File: src/rtl/dma_arbiter_pkg.sv
// Shared definitions for the DMA channel arbiter: state encoding, default
// parameter values and width helpers.
package dma_arbiter_pkg;

  localparam int DEF_NUM_CH   = 4;
  localparam int DEF_ADD_LEN  = 16;
  localparam int DEF_DATA_LEN = 16;
  localparam int DEF_TIMEOUT  = 1024;

  typedef enum logic [1:0] {
    ST_IDLE,
    ST_GRANT,
    ST_BUSY,
    ST_RELEASE
  } arb_state_e;

  // The watchdog counter must be able to hold the value TIMEOUT itself.
  function automatic int wd_cnt_width(input int timeout);
    return $clog2(timeout + 1);
  endfunction

  function automatic int idx_width(input int n);
    return (n > 1) ? $clog2(n) : 1;
  endfunction

  localparam int DEF_WD_CNT_W = wd_cnt_width(DEF_TIMEOUT);

endpackage

File: src/rtl/dma_arbiter_if.sv
// Channel-side and controller-side bundle of the DMA arbiter.
// ch_err exists only when DMA_ARB_WATCHDOG_EN is defined.
interface dma_arbiter_if
  import dma_arbiter_pkg::*;
#(
  parameter int NUM_CH   = DEF_NUM_CH,
  parameter int ADD_LEN  = DEF_ADD_LEN,
  parameter int DATA_LEN = DEF_DATA_LEN
) ();

  logic [NUM_CH-1:0]             ch_rqst;
  logic [NUM_CH-1:0]             ch_rd_wr;
  logic [NUM_CH*ADD_LEN-1:0]     ch_num_words;
  logic [NUM_CH*(ADD_LEN+1)-1:0] ch_start_addr;
  logic [NUM_CH-1:0]             ch_dev_ack;
  logic [NUM_CH*DATA_LEN-1:0]    ch_dev_in;
  logic [NUM_CH-1:0]             ch_grant;
  logic [NUM_CH-1:0]             ch_dma_ack;
  logic [NUM_CH-1:0]             ch_end_flag;
  logic [NUM_CH*DATA_LEN-1:0]    ch_dev_out;

  logic                          ctl_rqst;
  logic                          ctl_rd_wr;
  logic [ADD_LEN-1:0]            ctl_num_words;
  logic [ADD_LEN:0]              ctl_start_addr;
  logic                          ctl_dev_ack;
  logic [DATA_LEN-1:0]           ctl_dev_in;
  logic                          ctl_dma_ack;
  logic                          ctl_end_flag;
  logic [DATA_LEN-1:0]           ctl_dev_out;
  logic                          ctl_reset;

`ifdef DMA_ARB_WATCHDOG_EN
  logic [NUM_CH-1:0]             ch_err;

  modport master (
    input  ch_rqst, ch_rd_wr, ch_num_words, ch_start_addr, ch_dev_ack, ch_dev_in,
    input  ctl_dma_ack, ctl_end_flag, ctl_dev_out,
    output ch_grant, ch_dma_ack, ch_end_flag, ch_dev_out, ch_err,
    output ctl_rqst, ctl_rd_wr, ctl_num_words, ctl_start_addr, ctl_dev_ack, ctl_dev_in,
    output ctl_reset
  );

  modport slave (
    output ch_rqst, ch_rd_wr, ch_num_words, ch_start_addr, ch_dev_ack, ch_dev_in,
    output ctl_dma_ack, ctl_end_flag, ctl_dev_out,
    input  ch_grant, ch_dma_ack, ch_end_flag, ch_dev_out, ch_err,
    input  ctl_rqst, ctl_rd_wr, ctl_num_words, ctl_start_addr, ctl_dev_ack, ctl_dev_in,
    input  ctl_reset
  );
`else
  modport master (
    input  ch_rqst, ch_rd_wr, ch_num_words, ch_start_addr, ch_dev_ack, ch_dev_in,
    input  ctl_dma_ack, ctl_end_flag, ctl_dev_out,
    output ch_grant, ch_dma_ack, ch_end_flag, ch_dev_out,
    output ctl_rqst, ctl_rd_wr, ctl_num_words, ctl_start_addr, ctl_dev_ack, ctl_dev_in,
    output ctl_reset
  );

  modport slave (
    output ch_rqst, ch_rd_wr, ch_num_words, ch_start_addr, ch_dev_ack, ch_dev_in,
    output ctl_dma_ack, ctl_end_flag, ctl_dev_out,
    input  ch_grant, ch_dma_ack, ch_end_flag, ch_dev_out,
    input  ctl_rqst, ctl_rd_wr, ctl_num_words, ctl_start_addr, ctl_dev_ack, ctl_dev_in,
    input  ctl_reset
  );
`endif

endinterface

File: src/rtl/dma_arbiter_rr_picker.sv
// Combinational round-robin picker: first requester after i_last, wrapping
// modulo NUM_CH; i_last itself has the lowest priority.
module rr_picker #(
  parameter int NUM_CH = 4,
  parameter int IDXW   = 2
) (
  input  logic [NUM_CH-1:0] i_req,
  input  logic [IDXW-1:0]   i_last,
  output logic [IDXW-1:0]   o_winner,
  output logic              o_valid
);

  int w_idx;

  // Scan from lowest to highest priority so the closest requester wins.
  always_comb begin
    o_winner = i_last;
    w_idx    = 0;
    for (int i = NUM_CH; i >= 1; i--) begin
      w_idx = int'(i_last) + i;
      if (w_idx >= NUM_CH) w_idx = w_idx - NUM_CH;
      if (i_req[IDXW'(w_idx)]) o_winner = IDXW'(w_idx);
    end
  end

  assign o_valid = |i_req;

endmodule

File: src/rtl/dma_arbiter.sv
// Round-robin arbiter sharing one DMA controller among NUM_CH device channels.
// Define DMA_ARB_WATCHDOG_EN to build in the transfer watchdog and ch_err.
module dma_arbiter
  import dma_arbiter_pkg::*;
#(
  parameter int NUM_CH   = DEF_NUM_CH,
  parameter int ADD_LEN  = DEF_ADD_LEN,
  parameter int DATA_LEN = DEF_DATA_LEN,
  parameter int TIMEOUT  = DEF_TIMEOUT
) (
  input logic           clk,
  input logic           reset,
  dma_arbiter_if.master bus
);

  localparam int IDXW = idx_width(NUM_CH);

  arb_state_e      r_state;
  logic [IDXW-1:0] r_owner;
  logic [IDXW-1:0] r_last_owner;
  logic            r_ctl_rqst;
  logic            r_grant_on;
  logic [IDXW-1:0] w_winner;
  logic            w_any;
  logic            w_active;
  logic            w_busy;
  logic            w_end;
  logic            w_abort;

  rr_picker #(.NUM_CH(NUM_CH), .IDXW(IDXW)) u_rr_picker (
    .i_req    (bus.ch_rqst),
    .i_last   (r_last_owner),
    .o_winner (w_winner),
    .o_valid  (w_any)
  );

  // Reset masks everything combinationally so an aborted transfer never ends cleanly.
  assign w_active = !reset && r_grant_on;
  assign w_busy   = !reset && (r_state == ST_BUSY);

`ifdef DMA_ARB_WATCHDOG_EN
  localparam int WDW = wd_cnt_width(TIMEOUT);

  logic [WDW-1:0]    r_wd_cnt;
  logic [NUM_CH-1:0] r_err;

  assign w_abort    = w_busy && !bus.ctl_end_flag && (r_wd_cnt == WDW'(TIMEOUT));
  assign bus.ch_err = r_err;

  always_ff @(posedge clk) begin
    if (reset) begin
      r_wd_cnt <= '0;
      r_err    <= '0;
    end else begin
      if (r_state == ST_GRANT ||
          (r_state == ST_BUSY && (bus.ctl_dma_ack || bus.ctl_end_flag)))
        r_wd_cnt <= '0;
      else if (r_state == ST_BUSY && r_wd_cnt != WDW'(TIMEOUT))
        r_wd_cnt <= r_wd_cnt + 1'b1;
      if (w_abort) r_err[r_owner] <= 1'b1;
    end
  end
`else
  assign w_abort = 1'b0;
`endif

  assign w_end = w_busy && (bus.ctl_end_flag || w_abort);

  always_ff @(posedge clk) begin
    if (reset) begin
      r_state      <= ST_IDLE;
      r_owner      <= '0;
      r_last_owner <= IDXW'(NUM_CH - 1);
      r_ctl_rqst   <= 1'b0;
      r_grant_on   <= 1'b0;
    end else begin
      case (r_state)
        ST_IDLE: begin
          if (w_any) begin
            r_owner    <= w_winner;
            r_ctl_rqst <= 1'b1;
            r_grant_on <= 1'b1;
            r_state    <= ST_GRANT;
          end
        end
        ST_GRANT: begin
          r_ctl_rqst <= 1'b0;
          r_state    <= ST_BUSY;
        end
        ST_BUSY: begin
          if (w_end) begin
            r_grant_on <= 1'b0;
            r_state    <= ST_RELEASE;
          end
        end
        ST_RELEASE: begin
          r_last_owner <= r_owner;
          r_state      <= ST_IDLE;
        end
        default: r_state <= ST_IDLE;
      endcase
    end
  end

  assign bus.ctl_rqst  = !reset && r_ctl_rqst;
  assign bus.ctl_reset = reset || w_abort;

  always_comb begin
    bus.ch_grant       = '0;
    bus.ch_dma_ack     = '0;
    bus.ch_end_flag    = '0;
    bus.ch_dev_out     = '0;
    bus.ctl_rd_wr      = 1'b0;
    bus.ctl_num_words  = '0;
    bus.ctl_start_addr = '0;
    bus.ctl_dev_ack    = 1'b0;
    bus.ctl_dev_in     = '0;
    if (w_active) begin
      bus.ch_grant[r_owner] = 1'b1;
      bus.ctl_rd_wr         = bus.ch_rd_wr[r_owner];
      bus.ctl_num_words     = bus.ch_num_words[int'(r_owner)*ADD_LEN +: ADD_LEN];
      bus.ctl_start_addr    = bus.ch_start_addr[int'(r_owner)*(ADD_LEN+1) +: ADD_LEN+1];
      bus.ctl_dev_ack       = bus.ch_dev_ack[r_owner];
      bus.ctl_dev_in        = bus.ch_dev_in[int'(r_owner)*DATA_LEN +: DATA_LEN];
      bus.ch_dev_out[int'(r_owner)*DATA_LEN +: DATA_LEN] = bus.ctl_dev_out;
    end
    if (w_busy) begin
      bus.ch_dma_ack[r_owner]  = bus.ctl_dma_ack;
      bus.ch_end_flag[r_owner] = w_end;
    end
  end

endmodule

File: src/flat_wrapper.sv
// flat-port wrapper written by rule: the top's interface ports become plain ports
module dma_arbiter_flat import dma_arbiter_pkg::*;
#(
  parameter int NUM_CH   = DEF_NUM_CH,
  parameter int ADD_LEN  = DEF_ADD_LEN,
  parameter int DATA_LEN = DEF_DATA_LEN,
  parameter int TIMEOUT  = DEF_TIMEOUT
)
  (clk, reset, bus_ch_rqst, bus_ch_rd_wr, bus_ch_num_words, bus_ch_start_addr, bus_ch_dev_ack, bus_ch_dev_in, bus_ctl_dma_ack, bus_ctl_end_flag, bus_ctl_dev_out, bus_ch_grant, bus_ch_dma_ack, bus_ch_end_flag, bus_ch_dev_out, bus_ctl_rqst, bus_ctl_rd_wr, bus_ctl_num_words, bus_ctl_start_addr, bus_ctl_dev_ack, bus_ctl_dev_in, bus_ctl_reset);
  dma_arbiter_if #(.NUM_CH(NUM_CH), .ADD_LEN(ADD_LEN), .DATA_LEN(DATA_LEN)) bus_i ();
  input logic clk;
  input logic reset;
  input wire logic [$bits(bus_i.ch_rqst)-1:0] bus_ch_rqst;
  input wire logic [$bits(bus_i.ch_rd_wr)-1:0] bus_ch_rd_wr;
  input wire logic [$bits(bus_i.ch_num_words)-1:0] bus_ch_num_words;
  input wire logic [$bits(bus_i.ch_start_addr)-1:0] bus_ch_start_addr;
  input wire logic [$bits(bus_i.ch_dev_ack)-1:0] bus_ch_dev_ack;
  input wire logic [$bits(bus_i.ch_dev_in)-1:0] bus_ch_dev_in;
  input wire logic [$bits(bus_i.ctl_dma_ack)-1:0] bus_ctl_dma_ack;
  input wire logic [$bits(bus_i.ctl_end_flag)-1:0] bus_ctl_end_flag;
  input wire logic [$bits(bus_i.ctl_dev_out)-1:0] bus_ctl_dev_out;
  output wire logic [$bits(bus_i.ch_grant)-1:0] bus_ch_grant;
  output wire logic [$bits(bus_i.ch_dma_ack)-1:0] bus_ch_dma_ack;
  output wire logic [$bits(bus_i.ch_end_flag)-1:0] bus_ch_end_flag;
  output wire logic [$bits(bus_i.ch_dev_out)-1:0] bus_ch_dev_out;
  output wire logic [$bits(bus_i.ctl_rqst)-1:0] bus_ctl_rqst;
  output wire logic [$bits(bus_i.ctl_rd_wr)-1:0] bus_ctl_rd_wr;
  output wire logic [$bits(bus_i.ctl_num_words)-1:0] bus_ctl_num_words;
  output wire logic [$bits(bus_i.ctl_start_addr)-1:0] bus_ctl_start_addr;
  output wire logic [$bits(bus_i.ctl_dev_ack)-1:0] bus_ctl_dev_ack;
  output wire logic [$bits(bus_i.ctl_dev_in)-1:0] bus_ctl_dev_in;
  output wire logic [$bits(bus_i.ctl_reset)-1:0] bus_ctl_reset;
  assign bus_i.ch_rqst = bus_ch_rqst;
  assign bus_i.ch_rd_wr = bus_ch_rd_wr;
  assign bus_i.ch_num_words = bus_ch_num_words;
  assign bus_i.ch_start_addr = bus_ch_start_addr;
  assign bus_i.ch_dev_ack = bus_ch_dev_ack;
  assign bus_i.ch_dev_in = bus_ch_dev_in;
  assign bus_i.ctl_dma_ack = bus_ctl_dma_ack;
  assign bus_i.ctl_end_flag = bus_ctl_end_flag;
  assign bus_i.ctl_dev_out = bus_ctl_dev_out;
  assign bus_ch_grant = bus_i.ch_grant;
  assign bus_ch_dma_ack = bus_i.ch_dma_ack;
  assign bus_ch_end_flag = bus_i.ch_end_flag;
  assign bus_ch_dev_out = bus_i.ch_dev_out;
  assign bus_ctl_rqst = bus_i.ctl_rqst;
  assign bus_ctl_rd_wr = bus_i.ctl_rd_wr;
  assign bus_ctl_num_words = bus_i.ctl_num_words;
  assign bus_ctl_start_addr = bus_i.ctl_start_addr;
  assign bus_ctl_dev_ack = bus_i.ctl_dev_ack;
  assign bus_ctl_dev_in = bus_i.ctl_dev_in;
  assign bus_ctl_reset = bus_i.ctl_reset;
  dma_arbiter #(.NUM_CH(NUM_CH), .ADD_LEN(ADD_LEN), .DATA_LEN(DATA_LEN), .TIMEOUT(TIMEOUT)) u_core (.clk(clk), .reset(reset), .bus(bus_i));
endmodule
File: config.mk
export PLATFORM = sky130hd
export DESIGN_NAME = dma_arbiter_flat
export DESIGN_NICKNAME = d
export VERILOG_FILES = /design/src/rtl/dma_arbiter_pkg.sv /design/src/rtl/dma_arbiter_if.sv /design/src/rtl/dma_arbiter_rr_picker.sv /design/src/rtl/dma_arbiter.sv /design/src/flat_wrapper.sv
export SDC_FILE = /design/constraint.sdc
export NUM_CORES = 1
export LEC_CHECK = 0
export CORE_AREA = 2 2 140 142
export CTS_CLUSTER_DIAMETER = 40
export DETAILED_ROUTE_END_ITERATION = 8
export DIE_AREA = 0 0 142 144
export SETUP_SLACK_MARGIN = 0.2
export SLEW_MARGIN = 30
export SYNTH_ARGS = -nofsm -noshare
export SYNTH_HDL_FRONTEND = slang
export SYNTH_HIERARCHICAL = 1
export SYNTH_SLANG_ARGS = --single-unit
File: constraint.sdc
create_clock -name clk -period 3.4 [get_ports clk]
set_input_delay 0.68 -clock clk [delete_from_list [all_inputs] [get_ports clk]]
set_output_delay 0.68 -clock clk [all_outputs]
set_load 0.03 [all_outputs]
==> results of run 1 <==
-- cell usage after synthesis (2+ instances only) --
master and number:
mux2i_1 106, and2_1 68, o22ai_1 52, buf_2 17, nand2_1 15, inv_1 11, buf_4 10, ha_1 10
dfxtp_1 8, nor2_1 8, a21oi_1 6, nor2b_1 4, nand2b_1 3, nand2b_2 2, nand3_1 2, nor3_1 2
nor4_4 2
-- what timing repair did --
action	4_1_cts	5_1_grt
pin swaps	0	0
endpoints found under the setup margin	1	1
gates cloned	0	0
hold buffers	0	0
resized for setup	1	0
-- metal layers --
layer / vias up / track usage (%) / wire length (um)
met5: - / 0 / 0
met4: 0 / 1.47 / 72
met3: 6 / 2.48 / 1210
met2: 223 / 24.1 / 7390
met1: 1690 / 14.7 / 5660
li1: 1915 / - / -
-- worst paths after layout --
kind | start | to | slack, ns | depth (start not counted)
worst max-delay path | reset | bus_ch_end_flag[0] | 0.31 | 5
worst min-delay path | u_core/r_state[1]$_SDFFE_PP0P_ | u_core/r_state[1]$_SDFFE_PP0P_ | 0.51 | 2
worst max register to register | u_core/r_state[0]$_SDFFE_PP0P_ | u_core/r_state[0]$_SDFFE_PP0P_ | 1.93 | 5
worst min register to register | u_core/r_state[1]$_SDFFE_PP0P_ | u_core/r_state[1]$_SDFFE_PP0P_ | 0.51 | 2
-- registers in the layout (all words and copies together), names as in the netlist --
| name | cells |
|---|---|
| u_core/r_last_owner | 2 |
| u_core/r_owner | 2 |
| u_core/r_state | 2 |
| u_core/r_ctl_rqst | 1 |
| u_core/r_grant_on | 1 |
-- worst register-to-register path, stage by stage, from the launching register on --
cell	delay, ns
dfxtp_1	0.37
inv_1	0.10
ha_1	0.28
nor2b_1	0.18
or3_1	0.31
o211a_1	0.12
-- kinds of logic (layout without fill, tap and decap cells) --
logic type	Yosys count	after routing	share of synthesized area [%]
AOI/OAI and AO/OA	64	64	15.2
adders and majority gates	10	10	4.69
buffers and inverters	40	381	8.17
DFF	8	8	6.01
muxes	106	106	39.8
and+or+nand+nor	111	111	26.2
-- final cells by class --
type	count	area (um2)	area share, %
timing repair buffer	366	3630	55.8
multi-input combinational	291	2290	35.3
tap	238	298	4.58
sequential	8	164	2.52
clock buffer	4	78.8	1.21
inverter	11	41.3	0.635
-- stage by stage --
stage / setup WS (ns) / cells / hold WS, ns
after floorplan: 0.472 / 339 / 0.468
after global placement: 0.252 / 914 / 0.491
after detailed placement: 0.193 / 914 / 0.505
after CTS: 0.311 / 918 / 0.508
after global routing: 0.195 / 918 / 0.560
final: 0.313 / 918 / 0.512
-- power by group through the flow --
stage / Sequential, W / Clock (W) / Combinational (W)
5_1_grt: 0.000177 / 0.000213 / 0.00217
2_1_floorplan: 0.000155 / 0 / 0.00118
6_report: 0.000172 / 0.000205 / 0.00204
3_3_place_gp: 0.000172 / 0 / 0.00206
3_5_place_dp: 0.000174 / 0 / 0.00206
4_1_cts: 0.000171 / 0.000210 / 0.00206
==> flow_summary.toml, run 1 <==
[grt]
grt_max_degree = 64
grt_pass1_wl_mm = 20.3
grt_overflow = 0
track_usage_pct = 12.5
grt_pass1_vias = 3731
antenna_found_initial = 0

[sta]
fin_skew_ns = 0.00147
worst_slew_pin_slew_ns = 0.811
rsz0062_at_grt = "yes"
period_needed_ns = 3.09
fin_crit_sh_pct = 90.8
fmax_mhz = 324
hold_violations = 0
relSlewSlack_pct = 46.0
tns_ns = 0
finalSetupViolations = 0
finalMaxSlewViolations = 0

[detailed_routing]
dr.pass1.iters = 4
drtIter0Drc = 62
final_antenna_net_count = 0
wirelength_mm = 14.3
post-route-drc-count = 0
vias = 3834
via_per_inst = 4.18
wl_per_cell_um = 15.6

[synth]
syn_nets = 577
netlist_area_um2 = 2670
synth_cell_types = 30
yosys.area.top_type = "mux2i_1"
async_flop_share_pct = 0
ys_seq_elements = 8
yosysWarnings = 6
ys.flop_type = "dfxtp_1"
ys_seq_area_share_pct = 6.01
yosys.area.top_type_share_pct = 39.8
synth_edf_count = 0
synthTopCellsByArea = "mux2i_1 40%, and2_1 16%, o22ai_1 12%"
syn_inst = 339
synth_area_per_cell_um2 = 7.86

[power]
ir_drop_v = 0.000232
pwr-share-comb_pct = 84.4
p_int_w = 0.00127
power_w = 0.00241
p_clk_share_pct = 8.5
p_leak_nw = 2.60
switching_share_pct = 47.2
p_switching_w = 0.00114
powerDensity_nw_per_um2 = 371
seq_power_share_pct = 7.1

[setup_path]
path_common_cell = "clkdlybuf4s50_1"
end_kind = "output port"
cp_top_family = "buffers and inverters"
critical_path_buf_inv_count = 3
startpoint_type = "input port"
crit_path_max_incr_delay_ns = 0.69
arrival_ns = 2.41
path_cells = "clkdlybuf4s50_1, inv_1, nand2_1, nor2_1, clkdlybuf4s50_1"
path_class = "in2out"
cp_max_fo = 8
crit_required_ns = 2.72
worst_path_max_delay_cell = "clkdlybuf4s50_1"

[clock_network]
cts_tree = "done"
clock_path_buffers = 2
h-tree-depth = 1
cts_buffers = 3
cts_setup_buffers = 0
path_clk_slew_ns = 0.04
clock_sinks = 8
cts_root_buf = "clkbuf_16"
clk_latency_ns = 0.23

[final_layout]
utilization_pct = 34.1
fillers = 2007
area_delta_synth_final_pct = 144
design_area_um2 = 6500
mostFrequentLayoutCell = "clkdlybuf4s50_1"
post_route_cells_drive_above_1_share_pct = 20.3
layout_common_cells = "241 x clkdlybuf4s50_1, 106 x mux2i_1, 103 x buf_4"
n_antenna_cell = 0
final_nets = 919

[hold_path]
hp-class = "reg2reg"

[place]
numPortBuffers = 356
placed_area_um2 = 6420
gp_congestion = 0.736
dp_hpwl_mm = 12.3

[floorplan]
io_pins = 357
die-width_um = 142
die_area_um2 = 20400
die_height_um = 144
start_util_pct = 14.0
coreArea_um2 = 19100
rows = 51

[run]
maxCapViolCount = 0

[status]
status = "complete, no violations"
(Power assumes the default switching activity.)
==> run 2: changes to the inputs <==
CTS_CLUSTER_DIAMETER = 100   (was 40)
GPL_TIMING_DRIVEN = 0   (was unset)
==> run 2 against run 1 <==
Compared with the run above: clock skew hardly changed; hold slack worse by 0.0085 ns; global-route usage rose by 2.2 points; total power grew 0.26%; critical path type unchanged; sequential power is 3% lower; critical endpoint is now bus_ch_end_flag[2]; flip-flop and latch count unchanged; maximum frequency about the same.
==> flow_summary.toml, run 2 (synthesis results as in run 1) <==
[sta]
tns_ns = 0
fin_skew_ns = 0.00187
relSlewSlack_pct = 71.0
fin_crit_sh_pct = 90.9
finalSetupViolations = 0
finalMaxSlewViolations = 0
period_needed_ns = 3.09
rsz0062_at_grt = "yes"
fmax_mhz = 324
hold_ws_ns = 0.504
hold_violations = 0
worst_slew_pin_slew_ns = 0.436

[final_layout]
seqCellArea_um2 = 161
n_antenna_cell = 0
layout_common_cells = "235 x clkdlybuf4s50_1, 106 x mux2i_1, 68 x and2_1"
post_route_cells_drive_above_1_share_pct = 21.2
design_area_um2 = 6490
multiInputGateArea_um2 = 2350
fillers = 2053
reg_top3 = "u_core/r_last_owner x2, u_core/r_owner x2, u_core/r_state x2"
final_nets = 948
area_delta_synth_final_pct = 144
mostFrequentLayoutCell = "clkdlybuf4s50_1"

[floorplan]
coreArea_um2 = 19100
start_util_pct = 14.0
io_pins = 357
rows = 51
die_area_um2 = 20400
die_height_um = 144
die-width_um = 142

[power]
pwr-share-comb_pct = 84.6
switching_share_pct = 50.2
powerDensity_nw_per_um2 = 373
p_clk_share_pct = 8.5
ir_drop_v = 0.000153
p_leak_nw = 2.82
p_int_w = 0.00121
seq_power_share_pct = 6.9
p_switching_w = 0.00122
power_w = 0.00242

[clock_network]
clk_latency_ns = 0.23
clock_path_buffers = 2
cts_buffers = 3
h-tree-depth = 1
clock_sinks = 8
cts_hold_repair.buffers = 0
path_clk_slew_ns = 0.04
cts_tree = "done"
cts_root_buf = "clkbuf_16"

[detailed_routing]
wirelength_mm = 16.5
via_per_inst = 4.19
post-route-drc-count = 0
dr.pass1.iters = 4
wl_per_cell_um = 17.5
drtIter0Drc = 93
vias = 3962
final_antenna_net_count = 0

[setup_path]
arrival_ns = 2.41
cp_max_fo = 10
crit_required_ns = 2.72
worstSetupEndpoint = "bus_ch_end_flag[2]"
startpoint = "reset"
r2r-end = "u_core/r_state[0]$_SDFFE_PP0P_"
r2r_setup_slack_ns = 1.90
reg2reg_depth = 5
path_class = "in2out"
end_kind = "output port"
r2r_start = "u_core/r_state[0]$_SDFFE_PP0P_"
startpoint_type = "input port"

[place]
dp_hpwl_mm = 13.7
gp_congestion = 0.780
numPortBuffers = 356
placed_area_um2 = 6530

[hold_path]
hp-class = "reg2reg"

[status]
status = "complete, no violations"

[run]
maxCapViolCount = 0

[grt]
antenna_found_initial = 0
track_usage_pct = 14.7
grt_pass1_wl_mm = 23.2
grt_overflow = 0
grt_pass1_vias = 4019
grt_max_degree = 11
-- run 2: cell types whose count changed in the layout (fill, tap and decap cells not counted), sizes merged --
cell,previous run,this run
buf,125,95
clkbuf,4,34
clkdlybuf4s15,0,14
clkdlybuf4s50,241,235
clkinvlp,0,1
dlygate4sd2,0,14
dlymetal6s2s,0,6
inv,11,10
-- run 2: worst min-delay path by stage --
stage / from / to / slack (ns) / depth (start not counted)
2_1_floorplan: u_core/r_state[1]$_SDFFE_PP0P_ / u_core/r_state[1]$_SDFFE_PP0P_ / 0.47 / 2
3_3_place_gp: u_core/r_state[1]$_SDFFE_PP0P_ / u_core/r_state[1]$_SDFFE_PP0P_ / 0.49 / 2
3_5_place_dp: u_core/r_state[1]$_SDFFE_PP0P_ / u_core/r_state[1]$_SDFFE_PP0P_ / 0.49 / 2
4_1_cts: u_core/r_state[1]$_SDFFE_PP0P_ / u_core/r_state[1]$_SDFFE_PP0P_ / 0.50 / 2
5_1_grt: u_core/r_state[1]$_SDFFE_PP0P_ / u_core/r_state[1]$_SDFFE_PP0P_ / 0.54 / 2
6_report: u_core/r_state[1]$_SDFFE_PP0P_ / u_core/r_state[1]$_SDFFE_PP0P_ / 0.50 / 2
-- run 2: repair_timing --
item                                    CTS  global route
gates resized for setup                 409           139
buffers inserted                          6             3
cloned                                    1             0
endpoints found under the hold margin     0             0
endpoints found under the setup margin  120           122
pin swaps                                 4             0
-- run 2: power groups by stage --
stage               logic [W]  registers, W  clock network (W)
floorplan             0.00118      0.000155                  0
global placement      0.00206      0.000164                  0
detailed placement    0.00207      0.000165                  0
CTS                   0.00206      0.000166           0.000206
global route          0.00218      0.000171           0.000214
finish                0.00205      0.000167           0.000205
-- run 2: critical path: stages --
cell,delay (ns)
clkdlybuf4s50_1,0.46
buf_4,0.19
nand2b_1,0.23
nor2_1,0.15
clkdlybuf4s50_1,0.69
-- run 2: per-stage QoR --
stage | utilization [%] | cells | worst slack (ns)
after global routing | 34.0 | 946 | 0.178
after CTS | 34.5 | 943 | 0.169
after detailed placement | 34.2 | 933 | -0.679
final | 34.0 | 946 | 0.310
after floorplan | - | 339 | 0.472
after global placement | 34.2 | 933 | -0.756
-- run 2: final cells by class --
class | count | area share [%]
tap | 238 | 4.59
buffer | 29 | 3.62
sequential | 8 | 2.49
inverter | 11 | 0.694
clock buffer | 3 | 1.16
timing repair buffer | 366 | 51.2
multi-input combinational | 291 | 36.3
-- run 2: routing by layer --
metal	GRT usage, %	share of wire, %
met1	17.9	41
met2	27.6	51
met3	3.05	7.6
met4	1.26	0.44
met5	0	0
==> run 3: changes to the inputs <==
CAP_MARGIN = 20   (was unset)
==> results of run 3 <==
Same layout as run 2: the final DEF is identical, and so are final timing and power.
